===== src/rtl/mat_job_initiator.sv =====
// mat_job_initiator: hands one 2x2 matrix job at a time to an accelerator, with a timeout,
// and queues the results or timeout markers in a 2-entry buffer.
module mat_job_initiator #(
    parameter int WIDTH      = 8,
    parameter int TIMEOUT    = 32,
    parameter int FIFO_DEPTH = 2
) (
    input  logic               clk,
    input  logic               reset,
    input  logic               job_valid,
    output logic               job_ready,
    input  logic [4*WIDTH-1:0] job_data,
    output logic [4*WIDTH-1:0] acc_A,
    output logic               acc_start,
    input  logic               acc_done,
    output logic               acc_done_ack,
    input  logic [63:0]        acc_res,
    output logic               res_valid,
    input  logic               res_ready,
    output logic [63:0]        res_data,
    output logic               res_err,
    output logic [7:0]         err_cnt,
    output logic [1:0]         state
);
    localparam logic [1:0] IDLE = 2'b00, ISSUE = 2'b01, WAIT = 2'b10, ACK = 2'b11;
    logic [1:0]  st;
    logic [5:0]  timer;
    logic [1:0]  count;
    logic        rd_ptr, wr_ptr, push, pop;
    logic [64:0] push_val;
    logic [64:0] mem [2];
    // done wins over the timeout when both land on the same cycle
    always_comb begin
        push         = st == WAIT && (acc_done || timer == 6'(TIMEOUT - 1));
        push_val     = acc_done ? {1'b0, acc_res} : {1'b1, 64'h0};
        job_ready    = reset && st == IDLE && count < 2'(FIFO_DEPTH);
        acc_start    = reset && st == ISSUE;
        acc_done_ack = reset && st == ACK;
        res_valid    = reset && count != 2'd0;
        res_data     = res_valid ? mem[rd_ptr][63:0] : 64'h0;
        res_err      = res_valid && mem[rd_ptr][64];
        state        = reset ? st : IDLE;
        pop          = res_valid && res_ready;
    end
    always_ff @(posedge clk) begin
        if (!reset) begin
            st      <= IDLE;
            timer   <= 6'd0;
            count   <= 2'd0;
            rd_ptr  <= 1'b0;
            wr_ptr  <= 1'b0;
            err_cnt <= 8'd0;
            acc_A   <= '0;
        end else begin
            if (st == IDLE && job_valid && job_ready) begin
                acc_A <= job_data;
                st    <= ISSUE;
            end
            if (st == ISSUE) begin
                st    <= WAIT;
                timer <= 6'd0;
            end
            if (st == WAIT) begin
                timer <= timer + 6'd1;
                if (acc_done)
                    st <= ACK;
                else if (push) begin
                    st      <= IDLE;
                    err_cnt <= err_cnt + {7'd0, err_cnt != 8'hff};
                end
            end
            if (st == ACK && !acc_done)
                st <= IDLE;
            if (push) begin
                mem[wr_ptr] <= push_val;
                wr_ptr      <= ~wr_ptr;
            end
            if (pop)
                rd_ptr <= ~rd_ptr;
            count <= count + 2'(push) - 2'(pop);
        end
    end
endmodule

===== config.mk =====
export PLATFORM = sky130hd
export DESIGN_NAME = mat_job_initiator
export DESIGN_NICKNAME = d
export VERILOG_FILES = /design/src/rtl/mat_job_initiator.sv
export SDC_FILE = /design/constraint.sdc
export NUM_CORES = 1
export LEC_CHECK = 0
export BUFFER_PORTS_ARGS = -buffer_cell sky130_fd_sc_hd__buf_2
export CAP_MARGIN = 25
export CORE_MARGIN = 4
export CORE_UTILIZATION = 56
export DETAILED_ROUTE_END_ITERATION = 6
export PLACE_DENSITY = 0.95
export SLEW_MARGIN = 20
export SYNTH_ARGS = -nofsm -noshare
export SYNTH_HDL_FRONTEND = slang
export SYNTH_SLANG_ARGS = --single-unit

===== constraint.sdc =====
create_clock -name clk -period 19.9 [get_ports clk]
set_input_delay 3.98 -clock clk [delete_from_list [all_inputs] [get_ports clk]]
set_output_delay 3.98 -clock clk [all_outputs]
set_load 0.01 [all_outputs]

==> results.cfg <==
[status]
status = finished, final reports clean

[worst_setup_path]
worstPathArrival_ns = 5.20
startpoint = reset
rr_endpoint = mem[1][57]
r2r_cells = 6
cp-start-kind = input pin
cp-endpoint = res_data[52]
crit_type = in -> out
r2r_slack_ns = 17.03
endpoint_kind = output port
worstPathRequired_ns = 15.92
reg2reg_from = st[0]
critical_path_peak_fanout = 66

[floorplanning]
initial_core_util = 0.570
dieWidth_um = 124
core_area_sq_um = 13200
num_rows = 42
die_h_um = 124
top_level_ports = 212
die-area_sq_um = 15400

[pwr]
internal-power_w = 0.000663
vdd_drop_max_v = 0.0000497
switching_share = 0.235
power_density_nw_per_um2 = 92.8
p_comb_frac = 0.120
p_switching_w = 0.000204
pwr-share-seq = 0.498
p_clk_frac = 0.382
p_leak_nw = 3.75

[job]
max_cap_violations = 0

[sta]
period_share = 0.461
final.min_clock_period_ns = 9.18
worst_slew_pin_slew_ns = 0.880
rsz0062_at_grt = false
fmax_ghz = 0.109
slew_headroom = 0.413
setup_viol_count_final = 0
fin_skew_ns = 0.00932
hold_viol = 0
fin_tns_setup_ns = 0
final_max_slew_viol_count = 0

[min_path]
min_path_type = reg -> reg

[placement]
port_buffers = 211
dp_hpwl_um = 10300
gp_congestion = 0.809
post_dp_cell_area_sq_um = 8720

[clocking]
clkSinkCount = 183
cts_buffer_depth = 2
cts.repair.resized = 0
numCtsBuffers = 17
post_cts_buffers = 0
clk_latency_ns = 0.42
cts_tree = built
holdBufCountCts = 0
clkTransAtPathRegs_ns = 0.06
cts-root-buf = clkbuf_16
htree_levels = 4

[drt]
vias = 5264
route.detailed.drc = 0
dr.pass1.iters = 5
routedWlPerCell_um = 15.6
wirelength_um = 15700
ant_nets = 0
via_per_inst = 5.24
initialDrtViolationCount = 329

[grt]
grt.overflow.total = 0
grt_pass1_wl_um = 23500
grt.total_usage = 0.200
grt_max_degree = 72
grt_pass1_vias = 5023
antenna_found_initial = 0

[logic_synthesis]
syn_inst = 615
synth_cell_types = 41
synth_area_per_cell_sq_um = 12.3
synth_nets = 726
netlist_area_sq_um = 7550
yosysSeqAreaShare = 0.657
synth-seq-cells = 183
yosysWarnings = 0

[cells_and_area]
layout-drive-gt1-share = 0.309
area_delta_synth_final_pct = 23.7
layout_commonest_cell = buf_2
n_antenna_cell = 0
fillers = 899
mostFrequentLayoutCells = buf_2, edfxtp_1, nor2_1
final_area_sq_um = 9340
finish.net_count = 927
-- Yosys cell counts, drive strengths merged --
master	number	area [sq um]
and4	1	8.76
and2	68	425
edfxtp	130	3900
a221oi	1	8.76
or2	1	6.26
buf	17	97.6
or4	3	22.5
or3	2	12.5
xnor2	1	8.76
and4b	2	20.0
o31ai	4	30.0
a21oi	39	195
and3b	1	10.0
nand2b	3	18.8
xor2	5	43.8
nor3	1	5.00
a22oi	1	7.51
nor2	77	289
nor4	1	6.26
ha	10	125
inv	8	30.0
mux2i	69	691
nor3b	1	7.51
clkbuf	19	81.3
o2bb2ai	1	8.76
o21ai	6	30.0
dfxtp	53	1060
nand2	74	278
nand3	4	20.0
nand3b	1	7.51
nand4	6	37.5
o21a	1	7.51
o211ai	1	7.51
nand4b	3	38.8
-- power groups by stage --
stage | combinational, W | sequential (W) | clock (W)
after floorplan | 0.0000654 | 0.000439 | 0
final | 0.000104 | 0.000432 | 0.000331
after global routing | 0.000116 | 0.000433 | 0.000355
after global placement | 0.000101 | 0.000439 | 0
after CTS | 0.000105 | 0.000432 | 0.000337
after detailed placement | 0.000104 | 0.000440 | 0
-- final cells by class --
class                      count  area (sq um)  area share
clock buffer                  20           437      0.0468
clock inverter                12           151      0.0162
inverter                       8          30.0     0.00322
multi-input combinational    388          2400       0.257
sequential                   183          4970       0.532
tap                          176           220      0.0236
timing repair buffer         218          1130       0.121
-- per-layer routing --
layer	track usage	part of all wire
met1	0.235	0.40
met2	0.346	0.50
met3	0.0695	0.088
met4	0.0623	0.015
met5	0	0
-- worst max-delay path, cell delays in order --
cell and delay [ns]:
buf_2 0.21, o21ai_4 0.09, buf_4 0.55, nor2_1 0.16, buf_2 0.18
-- flip-flops by register name, summed over array words and instances, names as in the netlist, named ones only --
register  count
acc_A        32
count         2
err_cnt       8
mem         130
rd_ptr        1
st            2
timer         6
wr_ptr        1
-- per-stage QoR --
stage	instances	utilization	total power (W)	hold slack, ns	worst slack, ns
after global routing	1005	0.705	0.000904	0.468	10.64
after global placement	971	0.658	0.000540	0.438	10.74
after floorplan	615	-	0.000504	0.442	10.23
after detailed placement	972	0.659	0.000544	0.443	10.73
after CTS	1004	0.703	0.000873	0.452	10.73
final	1005	0.705	0.000867	0.451	10.72
-- worst min path at each step --
stage          startpoint         to  slack [ns]  cells after the start
3_5_place_dp    acc_A[29]  acc_A[29]        0.44                      2
4_1_cts         acc_A[29]  acc_A[29]        0.45                      2
6_report        acc_A[25]  acc_A[25]        0.45                      2
3_3_place_gp    acc_A[31]  acc_A[31]        0.44                      2
5_1_grt         acc_A[17]  acc_A[17]        0.47                      2
2_1_floorplan      wr_ptr     wr_ptr        0.44                      2
-- cell families after synthesis --
logic type,share of synthesized area
flip-flops,0.657
adder cells (fa/ha/maj),0.0166
multiplexers,0.0915
AO/OA/AOI/OAI,0.0391
buffers and inverters,0.0277
AND/OR/NAND/NOR,0.161
XOR/XNOR,0.00696
Note: power is estimated with default switching activity, not from simulation.
